### config.mk
export PLATFORM = sky130hd
export DESIGN_NAME = aes_byte_sequencer_flat
export DESIGN_NICKNAME = d
export VERILOG_FILES = /design/src/rtl/aes_byte_sequencer_if.sv /design/src/rtl/aes_byte_sequencer.sv /design/src/flat_wrapper.sv
export SDC_FILE = /design/constraint.sdc
export NUM_CORES = 1
export LEC_CHECK = 0
export ABC_AREA = 1
export ABC_CLOCK_PERIOD_IN_PS = 2800
export BUFFER_PORTS_ARGS = -buffer_cell sky130_fd_sc_hd__buf_2
export CORE_AREA = 4 4 210 212
export DETAILED_ROUTE_END_ITERATION = 6
export DIE_AREA = 0 0 214 216
export PLACE_DENSITY = 0.76
export SYNTH_ARGS = -nofsm -noshare
export SYNTH_HDL_FRONTEND = slang
export SYNTH_SLANG_ARGS = --single-unit
### constraint.sdc
create_clock -name clk -period 2.8 [get_ports clk]
set_clock_uncertainty 0.05 [all_clocks]
set_input_delay 0.14 -clock clk [delete_from_list [all_inputs] [get_ports clk]]
set_output_delay 0.14 -clock clk [all_outputs]
set_load 0.05 [all_outputs]
### src/rtl/aes_byte_sequencer_if.sv
// Byte-stream handshake bundle between the pins and aes_byte_sequencer:
// input stream, output stream, abort and status.
interface aes_byte_sequencer_if;
    logic [7:0] in_data;
    logic       in_valid;
    logic       in_ready;
    logic       in_key;
    logic       mode_dec;
    logic       clear;
    logic [7:0] out_data;
    logic       out_valid;
    logic       out_ready;
    logic       busy;

    modport master (
        output in_data, in_valid, in_key, mode_dec, clear, out_ready,
        input  in_ready, out_data, out_valid, busy
    );

    modport slave (
        input  in_data, in_valid, in_key, mode_dec, clear, out_ready,
        output in_ready, out_data, out_valid, busy
    );
endinterface

### src/rtl/aes_byte_sequencer.sv
// Byte-serial load / multicycle settle / byte-serial unload around a combinational AES-128 core.
// Define AES_SEQ_DECRYPT_EN to honour mode_dec; otherwise only the encrypt result is ever captured.
module aes_byte_sequencer #(
    parameter int unsigned  CORE_LAT  = 4,
    parameter logic [127:0] RESET_KEY = 128'h000102030405060708090a0b0c0d0e0f
) (
    input  logic                 clk,
    input  logic                 rst_n,
    aes_byte_sequencer_if.slave  bus,
    output logic [127:0]         core_text,
    output logic [127:0]         core_key,
    input  logic [127:0]         core_enc_result,
    input  logic [127:0]         core_dec_result
);
    typedef enum logic [1:0] {
        LOAD   = 2'd0,
        RUN    = 2'd1,
        UNLOAD = 2'd2
    } state_e;

    localparam logic [3:0] RUN_LAST = 4'(CORE_LAT - 1);

    state_e       state_q, state_d;
    logic [3:0]   byte_cnt_q, byte_cnt_d;
    logic [3:0]   run_cnt_q, run_cnt_d;
    logic [127:0] key_q, key_d;
    logic [127:0] shadow_q, shadow_d;
    logic [127:0] text_q, text_d;
    logic [127:0] out_shift_q, out_shift_d;
    logic         is_key_q, is_key_d;
    logic         out_valid_q, out_valid_d;

    logic         in_ready;
    logic         in_hs;
    logic         first_byte;
    logic         last_byte;
    logic         blk_is_key;
    logic [127:0] result;

    assign in_ready   = (state_q == LOAD);
    assign in_hs      = bus.in_valid & in_ready;
    assign first_byte = (byte_cnt_q == 4'd0);
    assign last_byte  = (byte_cnt_q == 4'd15);
    // The block type is only known from the live input on byte 0.
    assign blk_is_key = first_byte ? bus.in_key : is_key_q;

`ifdef AES_SEQ_DECRYPT_EN
    logic mode_q, mode_d;

    always_comb begin
        mode_d = mode_q;
        if (in_hs && first_byte && !bus.clear) begin
            mode_d = bus.mode_dec;
        end
    end

    always_ff @(posedge clk or negedge rst_n) begin
        if (!rst_n) begin
            mode_q <= 1'b0;
        end else begin
            mode_q <= mode_d;
        end
    end

    assign result = mode_q ? core_dec_result : core_enc_result;
`else
    logic unused_dec;
    assign unused_dec = ^{core_dec_result, bus.mode_dec};
    assign result     = core_enc_result;
`endif

    always_comb begin
        state_d     = state_q;
        byte_cnt_d  = byte_cnt_q;
        run_cnt_d   = run_cnt_q;
        key_d       = key_q;
        shadow_d    = shadow_q;
        text_d      = text_q;
        out_shift_d = out_shift_q;
        is_key_d    = is_key_q;
        out_valid_d = out_valid_q;

        if (bus.clear) begin
            // Abort wins over any handshake in the same cycle.
            state_d     = LOAD;
            byte_cnt_d  = 4'd0;
            run_cnt_d   = 4'd0;
            out_valid_d = 1'b0;
            shadow_d    = '0;
        end else begin
            case (state_q)
                LOAD: begin
                    if (in_hs) begin
                        if (first_byte) begin
                            is_key_d = bus.in_key;
                        end
                        byte_cnt_d = byte_cnt_q + 4'd1;
                        if (blk_is_key) begin
                            if (last_byte) begin
                                key_d    = {shadow_q[119:0], bus.in_data};
                                shadow_d = '0;
                            end else begin
                                shadow_d = {shadow_q[119:0], bus.in_data};
                            end
                        end else begin
                            text_d = {text_q[119:0], bus.in_data};
                            if (last_byte) begin
                                state_d   = RUN;
                                run_cnt_d = 4'd0;
                            end
                        end
                    end
                end
                RUN: begin
                    run_cnt_d = run_cnt_q + 4'd1;
                    if (run_cnt_q == RUN_LAST) begin
                        out_shift_d = result;
                        out_valid_d = 1'b1;
                        run_cnt_d   = 4'd0;
                        state_d     = UNLOAD;
                    end
                end
                UNLOAD: begin
                    if (out_valid_q && bus.out_ready) begin
                        out_shift_d = {out_shift_q[119:0], 8'h00};
                        byte_cnt_d  = byte_cnt_q + 4'd1;
                        if (last_byte) begin
                            out_valid_d = 1'b0;
                            state_d     = LOAD;
                        end
                    end
                end
                default: begin
                    state_d    = LOAD;
                    byte_cnt_d = 4'd0;
                    run_cnt_d  = 4'd0;
                end
            endcase
        end
    end

    always_ff @(posedge clk or negedge rst_n) begin
        if (!rst_n) begin
            state_q     <= LOAD;
            byte_cnt_q  <= 4'd0;
            run_cnt_q   <= 4'd0;
            key_q       <= RESET_KEY;
            shadow_q    <= '0;
            text_q      <= '0;
            out_shift_q <= '0;
            is_key_q    <= 1'b0;
            out_valid_q <= 1'b0;
        end else begin
            state_q     <= state_d;
            byte_cnt_q  <= byte_cnt_d;
            run_cnt_q   <= run_cnt_d;
            key_q       <= key_d;
            shadow_q    <= shadow_d;
            text_q      <= text_d;
            out_shift_q <= out_shift_d;
            is_key_q    <= is_key_d;
            out_valid_q <= out_valid_d;
        end
    end

    assign bus.in_ready  = in_ready;
    assign bus.busy      = (state_q != LOAD);
    assign bus.out_valid = out_valid_q;
    assign bus.out_data  = out_shift_q[127:120];
    assign core_text     = text_q;
    assign core_key      = key_q;
endmodule

### src/flat_wrapper.sv
// flat-port wrapper written by rule: the top's interface ports become plain ports
module aes_byte_sequencer_flat 
#(
    parameter int unsigned  CORE_LAT  = 4,
    parameter logic [127:0] RESET_KEY = 128'h000102030405060708090a0b0c0d0e0f
)
  (clk, rst_n, core_text, core_key, core_enc_result, core_dec_result, bus_in_data, bus_in_valid, bus_in_key, bus_mode_dec, bus_clear, bus_out_ready, bus_in_ready, bus_out_data, bus_out_valid, bus_busy);
  aes_byte_sequencer_if bus_i ();
  input  logic clk;
  input  logic rst_n;
  output logic [127:0] core_text;
  output logic [127:0] core_key;
  input  logic [127:0] core_enc_result;
  input  logic [127:0] core_dec_result;
  input wire logic [$bits(bus_i.in_data)-1:0] bus_in_data;
  input wire logic [$bits(bus_i.in_valid)-1:0] bus_in_valid;
  input wire logic [$bits(bus_i.in_key)-1:0] bus_in_key;
  input wire logic [$bits(bus_i.mode_dec)-1:0] bus_mode_dec;
  input wire logic [$bits(bus_i.clear)-1:0] bus_clear;
  input wire logic [$bits(bus_i.out_ready)-1:0] bus_out_ready;
  output wire logic [$bits(bus_i.in_ready)-1:0] bus_in_ready;
  output wire logic [$bits(bus_i.out_data)-1:0] bus_out_data;
  output wire logic [$bits(bus_i.out_valid)-1:0] bus_out_valid;
  output wire logic [$bits(bus_i.busy)-1:0] bus_busy;
  assign bus_i.in_data = bus_in_data;
  assign bus_i.in_valid = bus_in_valid;
  assign bus_i.in_key = bus_in_key;
  assign bus_i.mode_dec = bus_mode_dec;
  assign bus_i.clear = bus_clear;
  assign bus_i.out_ready = bus_out_ready;
  assign bus_in_ready = bus_i.in_ready;
  assign bus_out_data = bus_i.out_data;
  assign bus_out_valid = bus_i.out_valid;
  assign bus_busy = bus_i.busy;
  aes_byte_sequencer #(.CORE_LAT(CORE_LAT), .RESET_KEY(RESET_KEY)) u_core (.clk(clk), .rst_n(rst_n), .bus(bus_i), .core_text(core_text), .core_key(core_key), .core_enc_result(core_enc_result), .core_dec_result(core_dec_result));
endmodule
==> flow_summary.json, run 1 <==
{
  "outcome": "finished, final reports clean",
  "r2r_setup_slack_ns": 0.33,
  "drc_errors": 0,
  "endpoint_kind": "register",
  "hold_viol": 0,
  "tritoncts": "yes",
  "synth.mux.area_fraction_pct": 5.68,
  "wl_per_cell_um": 18.5,
  "rows": 75,
  "syn_to_final_growth_pct": 26.3,
  "crit_top_cell": "nand2_1",
  "ioPinCount": 538,
  "ant_nets": 0,
  "yosys.area.top_type": "dfrtp_1",
  "ys_top_cells_by_area": "dfrtp_1 (57%), nand2_1 (21%), o21ai_0 (6.1%)",
  "fp.coreArea_um2": 41900,
  "clock_path_buffers": 3,
  "busiest_layer": "met2",
  "cts_buffers": 53,
  "synth_xor_area_share_pct": 0.0414,
  "start_kind": "register",
  "fp.dieH_um": 216,
  "ir_drop_mv": 0.898,
  "grt_pass1_wl_um": 102000,
  "startpoint": "u_core.state_q[0]",
  "tightest_slew_ns": 1.13,
  "place_area_um2": 23500,
  "r2r-end": "u_core.core_text[56]",
  "combinationalPowerShare_pct": 28.4,
  "globalRouteMet1Util_pct": 32.9,
  "place_congestion": 0.914,
  "cts-root-buf": "clkbuf_16",
  "worst_path_max_delay_cell": "buf_4",
  "gr-total-overflow": 0,
  "reg2reg_depth": 8,
  "maxCapViolCount": 0,
  "path_max_fanout": 129,
  "synth_top_cell_area_share_pct": 57.3,
  "synthDistinctLibCells": 26,
  "dp.cells": 3124,
  "viasPerCell": 5.30,
  "power.density_nw_per_um2": 913,
  "ys_seq_elements": 516,
  "min_period_ns": 2.47,
  "grt_max_degree": 167,
  "setup.worst_path.class": "reg -> reg",
  "postSynthCellCount": 2291,
  "cp_slowest_stage_delay_ns": 0.81,
  "p_seq_share_pct": 41.1,
  "grt_use_total_pct": 27.2,
  "hpwl_um": 38100,
  "p_switching_w": 0.00928,
  "fin_area_um2": 26700,
  "worst_hold_slack_ns": 0.0455,
  "fin_crit_sh_pct": 88.1,
  "grt_pass1_vias": 18600,
  "yosys.area_share.simple_pct": 21.9,
  "die_x_um": 214,
  "htree_num_levels": 2,
  "critPathRequiredTime_ns": 3.27,
  "leakagePower_nw": 14.8,
  "clk_latency_ns": 0.59,
  "setup_tns_ns": 0,
  "ctsResizeCount": 0,
  "route.vias.total": 17800,
  "synth_top_family_by_area": "simple AND/OR/NAND/NOR gates",
  "swShare_pct": 38.0,
  "power.internal_w": 0.0151,
  "setup_viol": 0,
  "synth_compound_area_share_pct": 6.31,
  "ys_seq_area_share_pct": 61.2,
  "syn_area_um2": 21200,
  "dr.pass1.iters": 5,
  "clkTransAtPathRegs_ns": 0.07,
  "start_util_pct": 50.4,
  "antenna_found_initial": 9,
  "synth_nets": 2568,
  "arrival_ns": 2.94,
  "syn_avg_cell_area_um2": 9.23,
  "first_iter_violations": 1620,
  "drv_slew": 0,
  "cts_sinks": 516,
  "worstPathCellList": "inv_1, ha_1, nand2_1, nor2_4, inv_2, buf_4, o21ai_0, nand2_1",
  "routed_wl_um": 62400,
  "use_met3_pct": 7.90,
  "die-area_um2": 46200,
  "p_clk_share_pct": 30.5,
  "hold_class": "in -> async",
  "rsz0062_at_grt": "no",
  "port_buffers": 408,
  "drive_gt1_share_pct": 20.2,
  "timing.rr.start": "u_core.state_q[0]",
  "instances_no_fill": 3368,
  "nets": 3056,
  "use_met2_pct": 44.7,
  "post-route-util_pct": 63.7,
  "ys_warn_count": 0,
  "max_slew_margin_pct": 24.7,
  "synth_fa_ha_area_share_pct": 0.355,
  "fmax_mhz": 405,
  "crit_path_end": "u_core.core_text[56]"
}
[cell usage in the layout (no fill, tap or decap), types with 3 or more instances in the layout]
cell type,netlist,routed
ha_1,6,5
inv_6,0,3
buf_4,19,19
bufinv_16,0,7
dfrtp_1,484,484
nand3_1,17,17
dfstp_2,32,32
nor2_4,3,3
nor2_1,12,12
mux2i_1,120,120
dlygate4sd3_1,0,139
clkbuf_16,0,54
buf_12,0,15
diode_2,0,6
nand2_1,1178,1178
buf_2,69,407
clkinvlp_4,0,3
clkbuf_1,36,13
nand4_1,3,3
clkinv_2,0,8
inv_1,16,16
o21ai_1,7,7
clkbuf_8,0,8
o21ai_0,257,257
[per-stage QoR]
stage               total power [W]  setup WS, ns
finish                       0.0244         0.333
global route                 0.0256         0.114
CTS                          0.0243         0.360
detailed placement           0.0166         0.398
global placement             0.0163         0.538
floorplan                    0.0147         0.584
[routing by layer]
| layer | wire (um) | up-vias | share of wire [%] |
|---|---|---|---|
| met2 | 30100 | 766 | 48 |
| met5 | 34 | - | 0.054 |
| met3 | 5150 | 202 | 8.3 |
| met1 | 23900 | 8641 | 38 |
| met4 | 3230 | 6 | 5.2 |
| li1 | - | 8220 | - |
[power groups by stage]
| stage | logic (W) | registers [W] | clock network, W |
|---|---|---|---|
| after floorplan | 0.00342 | 0.0113 | 0 |
| after global placement | 0.00643 | 0.00991 | 0 |
| after detailed placement | 0.00658 | 0.0100 | 0 |
| after CTS | 0.00677 | 0.00990 | 0.00759 |
| after global routing | 0.00754 | 0.0102 | 0.00793 |
| final | 0.00692 | 0.0100 | 0.00745 |
[worst max-delay path, delay by kind of cell, from the launching register on]
kind,cells,cell delay (ns)
buffers and inverters,3,0.99
DFF,1,0.39
and+or+nand+nor,3,0.35
AOI/OAI and AO/OA,1,0.28
adders and majority gates,1,0.26
[layout make-up]
cell class	instances	area, um^2
Clock buffer	75	1510
Multi-Input combinational cell	1609	7280
Timing Repair Buffer	581	3890
Clock inverter	24	335
Antenna cell	6	15.0
Sequential cell	516	13000
Fill cell	3235	15200
Tap cell	539	674
Inverter	18	70.1
[Yosys cell counts (all sizes together)]
cell,n
o21ai,265
nor2,15
mux2i,120
nand2,1180
nand3,18
dfrtp,484
a21oi,1
xor2,1
buf,110
inv,18
dfstp,32
clkbuf,38
nand4,3
ha,6
[worst min-delay path by stage]
stage / from / endpoint / slack [ns] / cells after the start
after floorplan: rst_n / u_core.bus.out_valid / -0.21 / 0
after global placement: rst_n / u_core.core_text[25] / 0.09 / 1
after detailed placement: rst_n / u_core.core_text[25] / 0.1 / 1
after CTS: bus_in_key / u_core.is_key_q / 0.009 / 5
after global routing: bus_in_key / u_core.is_key_q / 0.07 / 5
final: rst_n / u_core.core_key[36] / 0.05 / 2
[logic make-up (layout without fill, tap and decap cells)]
kind of cell / after synthesis / after routing
buffers and inverters: 166 / 698
AO/OA/AOI/OAI: 266 / 266
flip-flops: 516 / 516
XOR/XNOR: 1 / 1
adder cells (fa/ha/maj): 6 / 6
AND/OR/NAND/NOR: 1216 / 1216
other: 0 / 6
multiplexers: 120 / 120
[registers in the layout, indices dropped and copies added, names as in the netlist]
signal and flops:
u_core.run_cnt_q 4, u_core.shadow_q 120, u_core.byte_cnt_q 4, u_core.bus.out_valid 1, u_core.out_shift_q 128, u_core.state_q 2
u_core.core_key 128, u_core.is_key_q 1, u_core.core_text 128
[repair_timing]
action                     CTS  global route
setup endpoints to repair    0             0
buffers inserted             0             0
hold buffers               139             0
hold endpoints to repair   521             0
No activity file was read; power rests on OpenSTA's default activity.
==> run 2, diff against run 1 <==
--- a/config.mk
+++ b/config.mk
@@ -8,10 +8,11 @@
 export ABC_AREA = 1
 export ABC_CLOCK_PERIOD_IN_PS = 2800
 export BUFFER_PORTS_ARGS = -buffer_cell sky130_fd_sc_hd__buf_2
-export CORE_AREA = 4 4 210 212
+export CORE_AREA = 4 4 206 208
+export CTS_BUF_LIST = sky130_fd_sc_hd__clkbuf_4 sky130_fd_sc_hd__clkbuf_8
 export DETAILED_ROUTE_END_ITERATION = 6
-export DIE_AREA = 0 0 214 216
-export PLACE_DENSITY = 0.76
+export DIE_AREA = 0 0 210 212
+export PLACE_DENSITY = 0.79
 export SYNTH_ARGS = -nofsm -noshare
 export SYNTH_HDL_FRONTEND = slang
 export SYNTH_SLANG_ARGS = --single-unit
==> run 2 against run 1 <==
  * Setup slack improved by 0.057 ns
  * Register-to-register slack improved by 0.06 ns
  * Hold slack improved by 0.0055 ns
  * Cell area fell by 0.33%
  * Total power fell by 2.3%
  * Critical path type unchanged
  * Global-route usage rose by 0.53 points
  * Count of clock-buffer cells in the layout rose by 63
  * Wire length barely moved
  * Critical path depth fell by 2
  * Core utilization rose by 2.0 points
  * First-iteration DRC count fell by 6.7%
  * Die area fell by 3.7%
==> flow_summary.json, run 2 (same netlist as run 1, synthesis figures left out) <==
{
  "worst_path_max_delay_cell": "o21ai_0",
  "maxCapViolCount": 0,
  "startpoint": "u_core.state_q[1]",
  "arrival_ns": 2.83,
  "crit_family": "buffers and inverters",
  "place_congestion": 0.857,
  "setup_viol": 0,
  "grt_max_degree": 121,
  "use_met3_pct": 9.52,
  "globalRouteMet1Util_pct": 33.1,
  "leakagePower_nw": 14.8,
  "start_util_pct": 52.2,
  "hold_class": "in -> async",
  "use_met2_pct": 44.5,
  "clock_path_buffers": 3,
  "drv_slew": 0,
  "p_clk_share_pct": 29.0,
  "max_slew_margin_pct": 39.5,
  "layout_commonest_cell": "nand2_1",
  "grt_pass1_vias": 18900,
  "fillCellCount": 3021,
  "rows": 74,
  "grt_pass1_wl_um": 98900,
  "busiest_layer": "met2",
  "worstPathCellList": "inv_1, ha_1, nand2_1, nand4_1, buf_4, o21ai_0",
  "setup_tns_ns": 0,
  "critPathRequiredTime_ns": 3.22,
  "ir_drop_mv": 0.807,
  "setup.worst_path.class": "reg -> reg",
  "ant_nets": 0,
  "p_switching_w": 0.00928,
  "endpoint_kind": "register",
  "syn_to_final_growth_pct": 25.9,
  "nets": 3088,
  "first_iter_violations": 1511,
  "cts-root-buf": "clkbuf_8",
  "worst_hold_slack_ns": 0.0510,
  "die-area_um2": 44500,
  "fp.coreArea_um2": 40600,
  "p_seq_share_pct": 41.7,
  "drive_gt1_share_pct": 22.1,
  "crit_buf_inv": 2,
  "timing.rr.start": "u_core.state_q[1]",
  "route.vias.total": 18200,
  "tritoncts": "yes",
  "power.density_nw_per_um2": 895,
  "viasPerCell": 5.34,
  "outcome": "finished, final reports clean",
  "port_buffers": 408,
  "power.internal_w": 0.0146,
  "die_x_um": 210,
  "wl_per_cell_um": 18.3,
  "path_max_fanout": 30,
  "final_cell_mix": "nand2_1 (1178), dfrtp_1 (484), buf_2 (407)",
  "rsz0062_at_grt": "no",
  "fin_crit_sh_pct": 86.1,
  "fmax_mhz": 415,
  "drc_errors": 0,
  "cts_sinks": 516,
  "hold_viol": 0,
  "start_kind": "register",
  "ioPinCount": 538,
  "hpwl_um": 37000,
  "min_period_ns": 2.41,
  "grt_use_total_pct": 27.7,
  "dr.pass1.iters": 5,
  "clkTransAtPathRegs_ns": 0.07,
  "cts_buffers": 85,
  "tightest_slew_ns": 0.907,
  "clk_latency_ns": 0.64,
  "cp_slowest_stage_delay_ns": 0.48,
  "fp.dieH_um": 212,
  "gr-total-overflow": 0,
  "routed_wl_um": 62400,
  "swShare_pct": 38.9,
  "post-route-util_pct": 65.7,
  "antenna_found_initial": 4,
  "combinationalPowerShare_pct": 29.3,
  "htree_num_levels": 3
}
## run 2: worst paths after layout
kind                                     endpoint  slack [ns]  cells after the start
max                        u_core.out_shift_q[38]        0.39                      6
min                           u_core.core_key[92]        0.05                      2
max reg2reg                u_core.out_shift_q[38]        0.39                      6
min reg2reg                   u_core.core_key[90]        0.42                      2
max in group asynchronous  u_core.out_shift_q[96]        1.58                      3
min in group clk             u_core.bus.out_valid        0.07                      7
## run 2: metal layers
metal	vias up	routed length [um]
met2	924	29900
met1	8781	23200
met5	-	0
met3	221	6150
met4	0	3130
li1	8289	-
## run 2: layout make-up
type | instances | area, um^2 | share of cell area, %
clock buffer | 138 | 1660 | 6.24
antenna | 5 | 12.5 | 0.0470
multi-input combinational | 1609 | 7280 | 27.3
clock inverter | 15 | 129 | 0.484
inverter | 18 | 70.1 | 0.263
timing repair buffer | 581 | 3860 | 14.5
sequential | 516 | 13000 | 48.6
tap | 532 | 666 | 2.50
## run 2: power groups by stage
stage	clock [W]	combinational, W	sequential [W]
after detailed placement	0	0.00660	0.00992
after global placement	0	0.00642	0.00984
after CTS	0.00699	0.00676	0.00983
after floorplan	0	0.00342	0.0113
after global routing	0.00741	0.00755	0.0101
final	0.00692	0.00699	0.00994
## run 2: stage by stage
| stage | total power (W) | cells | instance area, um^2 | setup WS, ns |
|---|---|---|---|---|
| 2_1_floorplan | 0.0147 | 2291 | 21200 | 0.584 |
| 3_3_place_gp | 0.0163 | 3116 | 23400 | 0.646 |
| 3_5_place_dp | 0.0165 | 3116 | 23400 | 0.558 |
| 4_1_cts | 0.0236 | 3409 | 26600 | 0.558 |
| 5_1_grt | 0.0250 | 3413 | 26600 | 0.166 |
| 6_report | 0.0238 | 3414 | 26600 | 0.390 |
## run 2: repair_timing
| item | CTS | global route |
|---|---|---|
| setup buffers | 0 | 0 |
| endpoints found under the hold margin | 472 | 0 |
| gates resized for setup | 0 | 0 |
| hold buffers | 140 | 0 |
==> run 3, diff against run 2 <==
--- a/config.mk
+++ b/config.mk
@@ -12,7 +12,8 @@
 export CTS_BUF_LIST = sky130_fd_sc_hd__clkbuf_4 sky130_fd_sc_hd__clkbuf_8
 export DETAILED_ROUTE_END_ITERATION = 6
 export DIE_AREA = 0 0 210 212
-export PLACE_DENSITY = 0.79
+export GPL_TIMING_DRIVEN = 0
+export PLACE_DENSITY = 0.88
 export SYNTH_ARGS = -nofsm -noshare
 export SYNTH_HDL_FRONTEND = slang
 export SYNTH_SLANG_ARGS = --single-unit
==> run 3 against run 2 <==
  * Sequential cell count unchanged
  * Combinational power increased by 6.9%
  * Register-to-register slack improved by 0.06 ns
  * Final cell count increased by 3.5%
  * First-iteration DRC count increased by 35%
  * Hold slack got worse by 0.018 ns
  * Setup slack improved by 0.062 ns
  * Critical path type unchanged
==> flow_summary.json, run 3 (same netlist as run 1, synthesis figures left out) <==
{
  "tightest_slew_ns": 0.704,
  "gr-total-overflow": 0,
  "port_buffers": 407,
  "arrival_ns": 2.79,
  "dr.pass1.iters": 6,
  "finalPower_w": 0.0247,
  "viasPerCell": 5.56,
  "fillCellCount": 2763,
  "drive_gt1_share_pct": 23.9,
  "grt_max_degree": 118,
  "dp.cells": 3234,
  "route.vias.total": 19700,
  "post-route-util_pct": 67.2,
  "final_cell_mix": "nand2_1 (1178), dfrtp_1 (484), buf_2 (475)",
  "first_iter_violations": 2037,
  "maxCapViolCount": 0,
  "routed_wl_um": 68400,
  "wl_per_cell_um": 19.4,
  "ant_nets": 0,
  "critPathRequiredTime_ns": 3.24,
  "dp_slack_ns": 0.518,
  "rsz0062_at_grt": "no",
  "min_period_ns": 2.35,
  "hpwl_um": 43700,
  "ctsResizeCount": 0,
  "cts_sinks": 516,
  "endpoint_kind": "register",
  "cts-root-buf": "clkbuf_8",
  "grt_use_total_pct": 30.2,
  "r2r-end": "u_core.out_shift_q[120]",
  "outcome": "finished, final reports clean",
  "die-area_um2": 44500,
  "layout_commonest_cell": "nand2_1",
  "clk_latency_ns": 0.65,
  "fp.dieH_um": 212,
  "clkTransAtPathRegs_ns": 0.07,
  "hold_class": "in -> async",
  "worst_hold_slack_ns": 0.0327,
  "r2r_setup_slack_ns": 0.45,
  "leakagePower_nw": 15.2,
  "fmax_mhz": 426,
  "ir_drop_mv": 1.02,
  "tritoncts": "yes",
  "start_util_pct": 52.2,
  "setup.worst_path.class": "reg -> reg",
  "grt_pass1_wl_um": 108000,
  "die_x_um": 210,
  "nets": 3204,
  "instances_no_fill": 3533,
  "setup_viol": 0,
  "clock_path_buffers": 3,
  "path_max_fanout": 10,
  "fin_ws_ns": 0.453,
  "fin_crit_sh_pct": 83.8,
  "syn_to_final_growth_pct": 28.8,
  "place_congestion": 0.929,
  "htree_num_levels": 3,
  "drc_errors": 0,
  "fp.coreArea_um2": 40600,
  "timing.rr.start": "u_core.state_q[0]",
  "rows": 74,
  "cts_buffers": 83,
  "power.density_nw_per_um2": 905,
  "ioPinCount": 538,
  "antenna_found_initial": 5,
  "drv_slew": 0,
  "start_kind": "register",
  "hold_viol": 0,
  "max_slew_margin_pct": 53.0,
  "reg2reg_depth": 8,
  "grt_pass1_vias": 20400
}
run 3: cell types whose count changed in the layout (fill, tap and decap cells not counted), sizes merged:
cell      delta
diode        +1
buf         +80
clkbuf      +29
inv          -1
clkinvlp     +2
clkinv       +7
bufinv       +1
run 3: layout make-up:
class                           count  area (um^2)  area share, %
Multi-Input combinational cell   1609         7250           26.6
Timing Repair Buffer              551         3560           13.1
Buffer                            148          881           3.23
Clock buffer                      129         1640           6.01
Sequential cell                   516        13000           47.6
Antenna cell                        6         15.0         0.0551
Inverter                           18         67.6          0.248
Clock inverter                     24          209          0.767
Tap cell                          532          666           2.44
run 3: how the worst max path moves through the flow:
stage                         endpoint  slack [ns]  depth (start not counted)              start
6_report       u_core.out_shift_q[120]        0.45                          8  u_core.state_q[0]
5_1_grt        u_core.out_shift_q[122]        0.29                          8  u_core.state_q[0]
4_1_cts        u_core.out_shift_q[120]        0.48                          8  u_core.state_q[0]
3_5_place_dp   u_core.out_shift_q[120]        0.52                          8  u_core.state_q[0]
3_3_place_gp      u_core.core_text[61]       -8.27                          1              rst_n
2_1_floorplan    u_core.core_text[120]        0.58                         10  u_core.state_q[0]
run 3: stage by stage:
step | setup TNS, ns | instance area (um^2)
2_1_floorplan | 0 | 21200
3_3_place_gp | -4126.15 | 23900
3_5_place_dp | 0 | 24000
4_1_cts | 0 | 27200
5_1_grt | 0 | 27200
6_report | 0 | 27200
run 3: worst max-delay path: stages (launching register included):
cell and delay, ns:
dfrtp_1 0.40, inv_1 0.10, ha_1 0.15, buf_2 0.19, o21ai_0 0.11, nand4_1 0.23, buf_2 0.32, clkbuf_1 0.47
o21ai_0 0.17
run 3: metal layers:
| layer | vias to the layer above | share of wire, % | global-route usage (%) |
|---|---|---|---|
| li1 | 8548 | - | - |
| met1 | 9509 | 35 | 35.5 |
| met2 | 1279 | 48 | 49.3 |
| met3 | 320 | 10 | 8.81 |
| met4 | 0 | 6.5 | 18.7 |
| met5 | - | 0 | 0 |
run 3: power breakdown:
group | leakage [nW] | switching (W) | total [W] | internal [W]
combinational | 7.36 | 0.00541 | 0.00747 | 0.00207
clock | 0.977 | 0.00315 | 0.00710 | 0.00395
sequential | 6.86 | 0.00120 | 0.0101 | 0.00888
total | 15.2 | 0.00976 | 0.0247 | 0.0149
run 3: repair_timing:
| item | 4_1_cts | 5_1_grt |
|---|---|---|
| hold buffers | 140 | 0 |
| buffers inserted | 0 | 0 |
| setup endpoints to repair | 0 | 0 |
| hold endpoints to repair | 313 | 0 |
